--- src/rtl/encrypted_msg_loader.sv ---
// encrypted_msg_loader: reads MSG_LEN message bytes from a synchronous ROM,
// one address per cycle. A tag pipeline matched to the ROM read latency
// steers each returning byte into its slot. Once the last byte has been
// captured, read_rom_done is raised so the decryption cores can start.
// Optional feature macro: ROM_CHECKSUM_EN adds msg_checksum, the running XOR
// of every byte captured in the current load.
module encrypted_msg_loader #(
  parameter int MSG_LEN     = 32,
  parameter int ADDR_W      = 5,
  parameter int ROM_LATENCY = 2
) (
  input  logic              CLOCK_50,
  input  logic              reset,
  input  logic              start,
  input  logic [7:0]        rom_q,
  output logic [ADDR_W-1:0] rom_address,
  output logic [7:0]        rom_data_d [MSG_LEN-1:0],
  output logic              read_rom_done,
  output logic              busy
`ifdef ROM_CHECKSUM_EN
  ,
  output logic [7:0]        msg_checksum
`endif
);

  typedef enum logic [1:0] {IDLE, ISSUE, DRAIN, DONE} state_t;

  localparam logic [ADDR_W:0]   CNT_END  = (ADDR_W+1)'(MSG_LEN);
  localparam logic [ADDR_W-1:0] LAST_TAG = ADDR_W'(MSG_LEN-1);

  state_t state, next_state;

  logic [ADDR_W:0]         issue_cnt;
  logic                    addr_valid;
  logic [ROM_LATENCY-1:0]  pipe_valid;
  logic [ADDR_W-1:0]       pipe_tag [ROM_LATENCY];
  logic                    load_start;
  logic                    issue_step;
  logic                    issue_end;
  logic                    capture;
  logic [ADDR_W-1:0]       capture_tag;

  assign capture     = pipe_valid[ROM_LATENCY-1];
  assign capture_tag = pipe_tag[ROM_LATENCY-1];

  assign read_rom_done = (state == DONE);
  assign busy          = (state == ISSUE) || (state == DRAIN);

  // State register
  always_ff @(posedge CLOCK_50) begin
    if (reset) state <= IDLE;
    else       state <= next_state;
  end

  // Next-state logic and per-cycle control strobes
  always_comb begin
    next_state = state;
    load_start = 1'b0;
    issue_step = 1'b0;
    issue_end  = 1'b0;
    case (state)
      IDLE, DONE: begin
        if (start) begin
          load_start = 1'b1;
          next_state = ISSUE;
        end
      end
      ISSUE: begin
        if (issue_cnt == CNT_END) begin
          issue_end  = 1'b1;
          next_state = DRAIN;
        end else begin
          issue_step = 1'b1;
        end
      end
      DRAIN: begin
        if (capture && (capture_tag == LAST_TAG)) next_state = DONE;
      end
      default: next_state = IDLE;
    endcase
  end

  // Address issue: present 0 at the start edge, then one new address per cycle
  always_ff @(posedge CLOCK_50) begin
    if (reset) begin
      rom_address <= '0;
      issue_cnt   <= '0;
      addr_valid  <= 1'b0;
    end else if (load_start) begin
      rom_address <= '0;
      issue_cnt   <= (ADDR_W+1)'(1);
      addr_valid  <= 1'b1;
    end else if (issue_step) begin
      rom_address <= issue_cnt[ADDR_W-1:0];
      issue_cnt   <= issue_cnt + 1'b1;
    end else if (issue_end) begin
      addr_valid  <= 1'b0;
    end
  end

  // Tag pipeline that tracks each presented address through the ROM latency
  always_ff @(posedge CLOCK_50) begin
    if (reset) begin
      for (int i = 0; i < ROM_LATENCY; i++) begin
        pipe_valid[i] <= 1'b0;
        pipe_tag[i]   <= '0;
      end
    end else begin
      pipe_valid[0] <= addr_valid;
      pipe_tag[0]   <= rom_address;
      for (int i = 1; i < ROM_LATENCY; i++) begin
        pipe_valid[i] <= pipe_valid[i-1];
        pipe_tag[i]   <= pipe_tag[i-1];
      end
    end
  end

  // Byte capture into the tagged slot; all slots are wiped when a load starts
  always_ff @(posedge CLOCK_50) begin
    if (reset || load_start) begin
      for (int k = 0; k < MSG_LEN; k++) rom_data_d[k] <= 8'h00;
    end else if (capture) begin
      for (int k = 0; k < MSG_LEN; k++) begin
        if (capture_tag == ADDR_W'(k)) rom_data_d[k] <= rom_q;
      end
    end
  end

`ifdef ROM_CHECKSUM_EN
  // Running XOR of the bytes captured since the last start
  always_ff @(posedge CLOCK_50) begin
    if (reset || load_start) msg_checksum <= 8'h00;
    else if (capture)        msg_checksum <= msg_checksum ^ rom_q;
  end
`endif

endmodule
--- config.mk ---
export PLATFORM = sky130hd
export DESIGN_NAME = encrypted_msg_loader
export DESIGN_NICKNAME = d
export VERILOG_FILES = /design/src/rtl/encrypted_msg_loader.sv
export SDC_FILE = /design/constraint.sdc
export NUM_CORES = 1
export LEC_CHECK = 0
export CORE_MARGIN = 5
export CORE_UTILIZATION = 52
export CTS_CLUSTER_SIZE = 25
export DETAILED_ROUTE_END_ITERATION = 10
export PLACE_DENSITY = 0.93
export SLEW_MARGIN = 5
export SYNTH_ARGS = -nofsm -noshare
export SYNTH_HDL_FRONTEND = slang
export SYNTH_SLANG_ARGS = --single-unit
--- constraint.sdc ---
create_clock -name CLOCK_50 -period 4.2 [get_ports CLOCK_50]
set_clock_uncertainty 0.15 [all_clocks]
set_input_delay 0.84 -clock CLOCK_50 [delete_from_list [all_inputs] [get_ports CLOCK_50]]
set_output_delay 0.84 -clock CLOCK_50 [all_outputs]
set_load 0.02 [all_outputs]
==> flow_metrics.tcl, run 1 <==
set metrics [dict create \
    status "completed" \
    cp.required_ps 3210 \
    min_path_type "reg2reg" \
    p_per_area_nw_per_um2 402 \
    min_path_cells 1 \
    yosysTopAreaCell "dfxtp_1" \
    setup_viol 0 \
    crit_path_max_fanout 4 \
    critPathBufInv 3 \
    place_congestion 0.813 \
    die-area_sq_um 22700 \
    cts_max_level 1 \
    fin_tns_setup_ps 0 \
    synth_ff_type "dfxtp_1" \
    crit_family "buffers and inverters" \
    synthArstFlopShare_pct 0 \
    syn_area_per_cell_sq_um 9.33 \
    rsz0062_at_grt "false" \
    cts_made_buffers 27 \
    synth_top_family_by_area "simple AND/OR/NAND/NOR gates" \
    peakVddDrop_mv 0.380 \
    pre_cts_slack_ps 1030 \
    fin_cells 1625 \
    insertion_delay_ps 520 \
    leakage_nw 4.99 \
    ys_types 34 \
    dr.pass1.iters 7 \
    io_pins 274 \
    synth_fp_nets 1120 \
    worst_ep_arrival_time_ps 2060 \
    cts_setup_buffers 0 \
    synth-seq-cells 282 \
    fin_crit_ps 3050 \
    synth-compound-area-share_pct 6.54 \
    synthXorXnorAreaFrac_pct 0.255 \
    fin_ws_ps 1150 \
    crit_path_max_incr_delay_ps 620 \
    synth_adder_area_share_pct 0.730 \
    cts_buffer_depth 3 \
    cpMostUsedCell "inv_1" \
    area_growth_syn_to_layout_pct 37.4 \
    cap_violations 0 \
    grt_antenna_before_repair 1 \
    ys_warn_count 0 \
    routed_wirelength_microns 31800 \
    ant_nets 0 \
    cts.clk_slew.worst_paths_ps 60 \
    grt_max_degree 58 \
    drv_slew 0 \
    muxShareOfSynthArea_pct 14.9 \
    hpwl_microns 21100 \
    fmax_mhz 328 \
    cp.depth 4 \
    synth-seq-area-share_pct 54.9 \
    synth-simple-area-share_pct 19.0 \
    drc 0 \
    r2r_cells 4 \
    pwr-share-seq_pct 47.9 \
    clkPwrFrac_pct 42.1 \
    crit_slowest_cell "clkdlybuf4s50_1" \
    cts_hold_buffers 0 \
    dieWidth_microns 151 \
    synth-edff-count 0 \
    grt_pass1_wl_microns 48400 \
    criticalPathCategory "reg2out" \
    start_util_pct 52.9 \
    yosys.area.top_type_share_pct 54.9 \
    vias 8915 \
    pwr-share-comb_pct 10.0 \
    worst_slew_pin_slew_ps 1210 \
    syn_area_sq_um 10300 \
    core_area_sq_um 19500 \
    routedWlPerCell_microns 19.6 \
    slew_headroom_pct 19.2 \
    cp-end-kind "output pin" \
    p_sw_share_pct 25.3 \
    track_usage_pct 26.7 \
    syn_inst 1103 \
    rows 51 \
    net-switching-power_mw 1.44 \
    diodes 0 \
    drtIter0Drc 474 \
    period_share_pct 72.7 \
    p_int_mw 4.25 \
    root_buffer "clkbuf_16" \
    grt_pass1_vias 8902 \
    path_cells "inv_1 -> ha_1 -> inv_1 -> clkdlybuf4s50_1" \
    layout.nets 1358 \
    cts_tree "yes" \
    drive_gt1_share_pct 7.06 \
    cts_resized 0 \
    start_kind "flip-flop" \
    synthTopCellsByArea "dfxtp_1, mux2i_1, nor2_1" \
    gr-total-overflow 0 \
    cts.sinks 282 \
    drt-vias-per-instance 5.49 \
    finalHoldViolCount 0 \
    dp_cells 1577 \
    portBuffers 273 \
    dieHeight_microns 151 \
]
power groups by stage:
stage	clock [mW]	sequential, mW	combinational [mW]
2_1_floorplan	0	2.78	0.369
3_3_place_gp	0	2.78	0.544
3_5_place_dp	0	2.78	0.560
4_1_cts	2.42	2.73	0.561
5_1_grt	2.53	2.73	0.612
6_report	2.39	2.73	0.569
metal layers:
metal | vias to the layer above | track usage (%) | wire [microns]
li1 | 4160 | - | -
met1 | 4254 | 32.6 | 12100
met2 | 407 | 46.0 | 15800
met3 | 92 | 6.02 | 2700
met4 | 2 | 10.4 | 1190
met5 | - | 0 | 5
synth_stat cells (10+ instances only):
cell type  count
dfxtp_1      282
nor2_1       160
mux2i_1      152
nand2_1      129
a21oi_1      112
nand3_1       97
clkbuf_1      64
buf_2         15
nor2b_1       14
o21ai_0       11
nor2_2        10
cells in the final DEF (no fill, tap or decap), types with 4 or more instances in the layout:
| cell type | n |
|---|---|
| nor2_2 | 11 |
| ha_1 | 6 |
| mux2i_1 | 152 |
| clkbuf_8 | 5 |
| clkdlybuf4s50_1 | 271 |
| nor2b_1 | 12 |
| o21ai_0 | 11 |
| clkbuf_1 | 4 |
| nand3_1 | 97 |
| nor2_1 | 159 |
| a21oi_1 | 112 |
| or3_1 | 4 |
| nand3_2 | 4 |
| nand2_1 | 129 |
| inv_1 | 6 |
| clkinv_2 | 9 |
| dfxtp_1 | 282 |
| clkbuf_16 | 27 |
| buf_4 | 21 |
final timing paths:
| path | startpoint | end | slack (ps) |
|---|---|---|---|
| worst max-delay path | state[0]$_SDFFE_PP0P_ | busy | 1150 |
| worst min-delay path | pipe_tag[0][2]$_SDFF_PP0_ | pipe_tag[0][7]$_SDFF_PP0_ | 290 |
| worst max register to register | pipe_tag[0][8]$_SDFF_PP0_ | rom_data_d[125]$_SDFFE_PP0P_ | 1540 |
| worst min register to register | pipe_tag[0][2]$_SDFF_PP0_ | pipe_tag[0][7]$_SDFF_PP0_ | 290 |
cells by family (layout without fill, tap and decap cells):
group	Yosys count	count (layout)
fa+ha+maj	6	6
compound gates	130	130
buf+inv	94	351
xor+xnor	3	3
flops	282	282
mux	153	153
simple gates	435	435
flip-flops by register name (all words and copies together), names as in the netlist:
register,flops
issue_cnt,6
pipe_valid,2
pipe_tag,10
state,2
rom_data_d,256
rom_address,5
addr_valid,1
cell type report:
cell class                      count  area [sq um]
Clock buffer                       36           759
Clock inverter                     12           113
Fill cell                        1350          5330
Inverter                            6          22.5
Multi-Input combinational cell    727          4320
Sequential cell                   282          5650
Tap cell                          265           332
Timing Repair Buffer              297          2940
through the flow:
stage | hold WS, ps | util (%) | power (mW) | cell area, sq um
floorplan | 264 | - | 3.15 | 10300
global placement | 271 | 68.1 | 3.33 | 13300
detailed placement | 275 | 68.1 | 3.34 | 13300
CTS | 289 | 72.6 | 5.70 | 14100
global route | 307 | 72.6 | 5.87 | 14100
finish | 288 | 72.6 | 5.69 | 14100
No activity file was read; power rests on OpenSTA's default activity.
==> inputs of run 2 (changes only) <==
Settings changed: CORE_UTILIZATION 52 to 44, PLACE_DENSITY 0.93 to 0.85.
Clock period 4.2 ns to 2.8 ns, I/O delays scaled along.
==> run 2 against run 1 <==
Die area up 17%. Combinational power up 56%. Largest power group unchanged. Critical endpoint is now read_rom_done. Highest routed layer is now met4. Critical path type unchanged. Global-route usage down 4.0 points. Sequential share of layout area down 0.74 points. Flip-flop and latch count unchanged. Total power up 56%. Worst hold slack worse by 77 ps.
==> flow_metrics.tcl, run 2 (synthesized netlist as in run 1, its figures left out) <==
set metrics [dict create \
    start_kind "flip-flop" \
    place_congestion 0.823 \
    p_per_area_nw_per_um2 615 \
    regMostFlops "rom_data_d" \
    dpl-instance-area_sq_um 13400 \
    diodes 0 \
    io_pins 274 \
    fin_tns_setup_ps 0 \
    worst_ep_arrival_time_ps 1720 \
    drv_slew 0 \
    layout.nets 1368 \
    start_util_pct 44.2 \
    drt-vias-per-instance 5.22 \
    critPathBufInv 1 \
    grt_max_degree 78 \
    fmax_mhz 412 \
    slew_headroom_pct 40.3 \
    min_path_type "in2reg" \
    grt_antenna_before_repair 0 \
    area_growth_syn_to_layout_pct 39.9 \
    largest_registers "rom_data_d: 256 flops, pipe_tag: 10 flops, issue_cnt: 6 flops" \
    root_buffer "clkbuf_16" \
    cts.clk_slew.worst_paths_ps 60 \
    leakage_nw 5.10 \
    power_mw 8.85 \
    core_area_sq_um 23300 \
    grt_pass1_vias 8744 \
    finalInstanceArea_sq_um 14400 \
    routedWlPerCell_microns 18.7 \
    portBuffers 273 \
    insertion_delay_ps 530 \
    largest_reg_flops 256 \
    cts_hold_buffers 0 \
    die-area_sq_um 26500 \
    dr.pass1.iters 5 \
    status "completed" \
    cp.required_ps 2090 \
    dieHeight_microns 163 \
    dieWidth_microns 163 \
    routed_wirelength_microns 31600 \
    vias 8830 \
    crit_path_max_fanout 4 \
    final_common_cell "dfxtp_1" \
    worst_slew_pin_slew_ps 896 \
    crit_path_max_incr_delay_ps 620 \
    crit_slowest_cell "clkdlybuf4s50_1" \
    cp-end-kind "output pin" \
    fin_crit_ps 2430 \
    cts_max_level 1 \
    period_share_pct 86.8 \
    cts_tree "yes" \
    rows 56 \
    gr-total-overflow 0 \
    final_cell_mix "dfxtp_1, clkdlybuf4s50_1, nor2_1, mux2i_1, nand2_1" \
    criticalPathCategory "reg2out" \
    drive_gt1_share_pct 8.52 \
    rsz0062_at_grt "false" \
    hpwl_microns 21200 \
    crit_family "buffers and inverters" \
    cts.sinks 282 \
    drc 0 \
    drtIter0Drc 603 \
    fillCellCount 1882 \
    cts_buffer_depth 3 \
    setup_viol 0 \
    grt_pass1_wl_microns 48600 \
    cap_violations 0 \
    finalHoldViolCount 0 \
    path_cells "ha_1 -> clkdlybuf4s50_1" \
    track_usage_pct 22.8 \
    cts_made_buffers 28 \
    fin_util_pct 61.9 \
    ant_nets 0 \
    peakVddDrop_mv 0.555 \
]
[run 2: changes by cell type in the layout (fill, tap and decap cells not counted), sizes merged]
cell and delta:
clkdlybuf4s50 -7, clkinv -4, clkbuf +4, clkinvlp +4
buf +15, dlymetal6s2s +1
[run 2: repair_timing]
item / CTS / global route
setup endpoints to repair: 0 / 1
hold endpoints to repair: 0 / 0
resized for setup: 0 / 1
buffers inserted: 0 / 0
[run 2: power by group]
part           total [mW]  internal [mW]  leakage, nW  switching [mW]
Combinational       0.889          0.271         2.35           0.618
Sequential           4.09           4.05         2.27          0.0366
Clock                3.87           2.31        0.473            1.56
[run 2: per-layer routing]
metal  vias to the layer above  track usage, %  share of wire [%]
met5                         -               0                  0
met3                        76            4.25                7.4
li1                       4203               -                  -
met4                         0            8.46                3.8
met1                      4172            28.7                 40
met2                       379            39.0                 49
[run 2: final timing paths]
check | startpoint | endpoint | slack [ps] | cells after the start
worst max-delay path | state[0]$_SDFFE_PP0P_ | read_rom_done | 370 | 2
worst min-delay path | rom_q[4] | rom_data_d[52]$_SDFFE_PP0P_ | 210 | 3
worst max register to register | pipe_tag[0][8]$_SDFF_PP0_ | rom_data_d[239]$_SDFFE_PP0P_ | 470 | 4
worst min register to register | pipe_tag[0][0]$_SDFF_PP0_ | pipe_tag[0][5]$_SDFF_PP0_ | 290 | 1
[run 2: layout make-up]
type | count | area, sq um | area share, %
Inverter | 6 | 22.5 | 0.156
Timing Repair Buffer | 306 | 3030 | 21.0
Clock buffer | 40 | 857 | 5.95
Sequential cell | 282 | 5650 | 39.2
Clock inverter | 12 | 123 | 0.852
Multi-Input combinational cell | 727 | 4320 | 30.0
Tap cell | 319 | 399 | 2.77
[run 2: worst reg2reg max path: stages, from the launching register on]
cell and delay (ps):
dfxtp_1 640, nand2_1 460, nor2_2 620, mux2i_1 300
nor2_1 60
[run 2: per-stage QoR]
stage	hold slack [ps]	std cells	worst slack, ps
2_1_floorplan	264	1103	883
3_3_place_gp	267	1640	594
3_5_place_dp	274	1640	549
4_1_cts	191	1692	27.1
5_1_grt	216	1692	300
6_report	211	1692	370
==> patch 1, RTL diff (settings of run 2) <==
Put a register stage on the output `read_rom_done`, cleared by the reset. The value now appears one clock later. The other outputs are not delayed to match.
--- a/src/rtl/encrypted_msg_loader.sv
+++ b/src/rtl/encrypted_msg_loader.sv
@@ -44,5 +44,11 @@
   assign capture_tag = pipe_tag[ROM_LATENCY-1];
 
-  assign read_rom_done = (state == DONE);
+  always_ff @(posedge CLOCK_50) begin
+    if (reset) begin
+      read_rom_done <= '0;
+    end else begin
+      read_rom_done <= (state == DONE);
+    end
+  end
   assign busy          = (state == ISSUE) || (state == DRAIN);
 
Check against the original RTL: no difference found for any inputs over 10 cycles, from zero or initial values and one cycle with reset high; that may be too few to reach the edited logic, so the function may still have changed.
==> patch 1 against run 2 <==
Synthesized area increased by 0.30%. Cell area decreased by 0.72%. Setup slack improved by 74 ps. Die area increased by 0.28%. Total power decreased by 3.4%. Via count increased by 0.60%. Sequential cell count increased by 1. Routed wire length decreased by 0.74%. Count of clock-buffer cells in the layout unchanged.
==> patch 1: results (changes against run 2) <==
Parameter                              Value

Outcome
  Outcome ... finished, final reports clean

Worst setup path
  Highest fanout seen on the critical path ... 4 (unchanged)
  Worst-case reg-to-reg path depth ... 4 (unchanged)
  Arrival time at the worst endpoint ... 1650 ps (-70 ps)

Routing
  WL final ... 31330 microns (-0.74%)
  Number of vias per cell ... 5.272 (+1.0%)
  Number of detailed-routing iterations run before antenna repair ... 5 (unchanged)
  Initial drt markers ... 586 (-2.8%)

Global route
  Wire length of the first global-routing pass ... 48970 microns (+0.72%)
  Initial antenna violation count ... 0 (unchanged)
  Overall routing resource usage ... 0.2276 (-0.0003294)
  Via count of the first global-routing pass ... 8883 (+1.6%)
  Total congestion overflow after global routing ... 0 (unchanged)
  Maximum number of pins on one net before global-route repair ... 50 (-36%)

Clocking
  H-tree depth ... 1 (unchanged)
  Number of clock buffers inserted by TritonCTS ... 28 (unchanged)
  Clock transition at the registers of the reported paths ... 60 ps (about the same)
  Maximum buffer depth of the clock tree ... 3 (unchanged)
  Total setup buffers inserted after CTS ... 0 (unchanged)
  Clock latency on the worst-skew pair ... roughly 540 ps
  Buffer type at the clock tree root ... clkbuf_16

Power and ir drop
  Relative contribution of sequential cells to total power ... 0.481 (+0.019)
  Worst ir drop on vdd ... 0.5648 mV (+1.8%)
  Proportion of power drawn by the clock network ... 0.417 (-0.021)
  Psw ... 2163 uW (-2.3%)
  Reported leakage power ... 0.005048 uW (-0.99%)
  Power in sequential cells ... slightly above 4000 uW

Placed design
  Placed insts ... 1636 (-0.24%)
  Worst slack, placed ... 569.2 ps (+20.05 ps)
  Instance area after placement ... 13420 sq um (about the same)
  Final Wtd Congestion ... 0.8403 (+2.1%)
  HPWL after detailed placement ... 20830 microns (-1.9%)
  Total of buffers placed on input and output ports ... 273 (unchanged)

Synth
  Synth top cells by count ... dfxtp_1, nor2_1, mux2i_1
  Ys Warns ... 0 (unchanged)
  Post-synthesis async set-or-reset flop share ... 0 (unchanged)
  Count of different cell masters after synthesis ... 34 (unchanged)
  Sequential fraction of the synthesis area ... 0.5489 (about the same)
  Number of register bits inferred by synthesis ... 283 (+0.35%)
  Total nets after synthesis ... 1122 (+0.18%)
  Top post-synthesis cells by area ... dfxtp_1, mux2i_1, nor2_1
  Average instance area after synthesis ... 9.340 sq um (+0.12%)

Timing
  Slew at the pin closest to its max-slew limit ... 915.8 ps (+19.68 ps)

Final layout
  Share of cells above drive strength 1 ... 0.07467 (-0.01054)
  Number of non-filler instances in the completed layout ... 1685 (-0.41%)
  Fillers ... 1927 (+2.4%)
  Antenna diode instance count ... 0 (unchanged)
  Final #Nets ... 1364 (-0.29%)
  Regs by FF count ... rom_data_d: 256 flops, pipe_tag: 10 flops, issue_cnt: 6 flops

Min path
  Hold Path Cell Cnt ... 1 (-2)
  Class of the tightest hold or removal check ... reg -> reg
==> patch 1: area by class of cell <==
cell class	instances	area (sq um)	area share
flip-flops and latches	283	5665	0.3963
multi-input cells	728	4328	0.3028
clock inverters	9	81.33	0.005689
repair buffers	300	3003	0.2101
inverters	6	22.52	0.001575
well taps	319	399.1	0.02792
clock buffers	40	795.8	0.05567
==> patch 1: final timing paths <==
| path | start | end | slack [ps] |
|---|---|---|---|
| worst max-delay path | state[0] | busy | 440 |
| worst max register to register | pipe_tag[0][5] | rom_data_d[88] | 590 |
| worst min register to register | pipe_tag[0][2] | pipe_tag[0][7] | 290 |
| worst min-delay path | pipe_tag[0][2] | pipe_tag[0][7] | 290 |
==> patch 1: cell families (layout without fill, tap and decap cells) <==
| logic type | Yosys count | after routing | share of synthesized area |
|---|---|---|---|
| DFF | 283 | 283 | 0.5489 |
| and+or+nand+nor | 436 | 436 | 0.1900 |
| AOI/OAI and AO/OA | 130 | 130 | 0.06522 |
| muxes | 153 | 153 | 0.1485 |
| xor gates and xnor gates | 3 | 3 | 0.002546 |
| adders and majority gates | 6 | 6 | 0.007273 |
| buffers and inverters | 94 | 355 | 0.03758 |
==> patch 1: routing by layer <==
layer	vias to the layer above	part of all wire	wire, microns	track usage
met1	4261	0.40	12460	0.2765
met4	0	0.033	1035	0.08502
li1	4177	-	-	-
met5	-	0	0	0
met3	72	0.081	2522	0.05526
met2	373	0.49	15310	0.3919
==> patch 1: repair_timing <==
item	in CTS	in global routing
gates resized for setup	0	1
hold buffers	0	0
setup endpoints to repair	0	1
==> patch 1: worst max-delay path: stages, from the launching register on <==
cell and delay (ps):
dfxtp_1 390, inv_1 80, ha_1 330, inv_1 90, dlymetal6s2s_1 220
==> patch 2, RTL diff (settings of run 2) <==
Made on the original files. `MSG_LEN`: 32 -> 64.
--- a/src/rtl/encrypted_msg_loader.sv
+++ b/src/rtl/encrypted_msg_loader.sv
@@ -6,5 +6,5 @@
 // of every byte captured in the current load.
 module encrypted_msg_loader #(
-  parameter int MSG_LEN     = 32,
+  parameter int MSG_LEN     = 64,
   parameter int ADDR_W      = 5,
   parameter int ROM_LATENCY = 2
Ports: changed (resized rom_data_d); port bits go from 274 to 530. The function was not compared with the original's and may differ.
==> patch 2 against run 2 <==
Routed wire length grew 30%. Largest cell class unchanged. Largest power group unchanged. Synthesized area increased by 19%. Setup slack gained 4.6 ps. Clock power shrank 5%. Total power down 1.1%. Via count grew 15%. Count of clock-buffer cells in the layout is 6 higher. Die area is 18% higher. Fmax is 0.19% higher. Cell area is 18% higher. First-iteration DRC count increased by 20%. Sequential cell count unchanged.
==> patch 2: results (changes against run 2) <==
Parameter                              Value

Outcome
  Outcome ... finished, final reports clean

Global route
  Maximum number of pins on one net before global-route repair ... 93 (+19%)
  GRT met3 Usage ... 0.05106 (+0.008537)
  Global Route met1 Usage ... 0.2969 (+0.01014)
  Wire length of the first global-routing pass ... 60050 microns (+24%)

Min path
  Class of the tightest hold or removal check ... reg -> reg

Final layout
  Final clock-cell share ... 0.05381 (-0.01423)
  Sequential cell count of the final layout ... 282 (unchanged)
  Share of cells above drive strength 1 ... 0.06835 (-0.01687)
  Number of non-filler instances in the completed layout ... 2002 (+18%)
  Multi-input combinational cell area ... 4332 sq um (+0.23%)

Synth
  Number of instances in the synthesized netlist ... 1354 (+23%)
  Synth top cells by count ... dfxtp_1, buf_4, nor2_1
  Average instance area after synthesis ... 9.028 sq um (-3.2%)
  Top post-synthesis cells by area ... dfxtp_1, buf_4, mux2i_1
  Count of different cell masters after synthesis ... 35 (+2.9%)

Placed design
  Instance area after placement ... 16060 sq um (+20%)
  HPWL after detailed placement ... 29380 microns (+38%)
  Final Wtd Congestion ... 0.8224 (about the same)
  Total of buffers placed on input and output ports ... 529 (+94%)
  Worst slack, placed ... 482.6 ps (-66.56 ps)

Power and ir drop
  Power in the clock group ... 3690 uW (-5%)
  Reported leakage power ... 0.005960 uW (+17%)
  Psw ... 2225 uW (+0.47%)
  Total power density per cell area ... 515.6 nW/um^2 (-16%)
  Relative contribution of combinational cells to total power ... 0.112 (+0.012)
  Worst ir drop on vdd ... 0.5180 mV (-6.7%)

Worst setup path
  Critical register-to-register path startpoint ... pipe_tag[0][5]
  Worst R2R Setup Slack ... 580 ps (+110 ps)

Routing
  Wire length on met3 ... 3148 microns (+34%)
  Number of vias per cell ... 5.073 (-2.8%)
  WL final ... 41110 microns (+30%)
  Metal1 wirelength ... 15890 microns (+26%)
  Initial drt markers ... 721 (+20%)
  Wire length on met2 ... 20380 microns (+33%)

Timing
  Post-route minimum period ... 2425 ps (-4.597 ps)
## patch 2: changes by cell type after synthesis, moves of 3 or more
cell and delta:
nand2_1 -7, a21oi_1 -4, clkbuf_1 +6, buf_2 -7, nor2_1 +4, mux2i_1 +3, buf_4 +255
## patch 2: how the worst min path moves through the flow
stage,from,endpoint,slack (ps),cells after the start
floorplan,pipe_tag[0][0],pipe_tag[0][5],260,1
global placement,pipe_valid[0],pipe_valid[1],270,1
detailed placement,pipe_tag[0][1],pipe_tag[0][6],280,1
CTS,pipe_tag[0][3],pipe_tag[0][8],300,1
global route,pipe_tag[0][2],pipe_tag[0][7],310,1
finish,pipe_valid[0],pipe_valid[1],290,1
## patch 2: cell families after synthesis
kind of cell / Yosys count / synth area share
XOR/XNOR: 4 / 0.002866
AO/OA/AOI/OAI: 126 / 0.05455
multiplexers: 156 / 0.1281
AND/OR/NAND/NOR: 430 / 0.1577
flip-flops: 282 / 0.4618
adder cells (fa/ha/maj): 6 / 0.006141
buffers and inverters: 350 / 0.1887
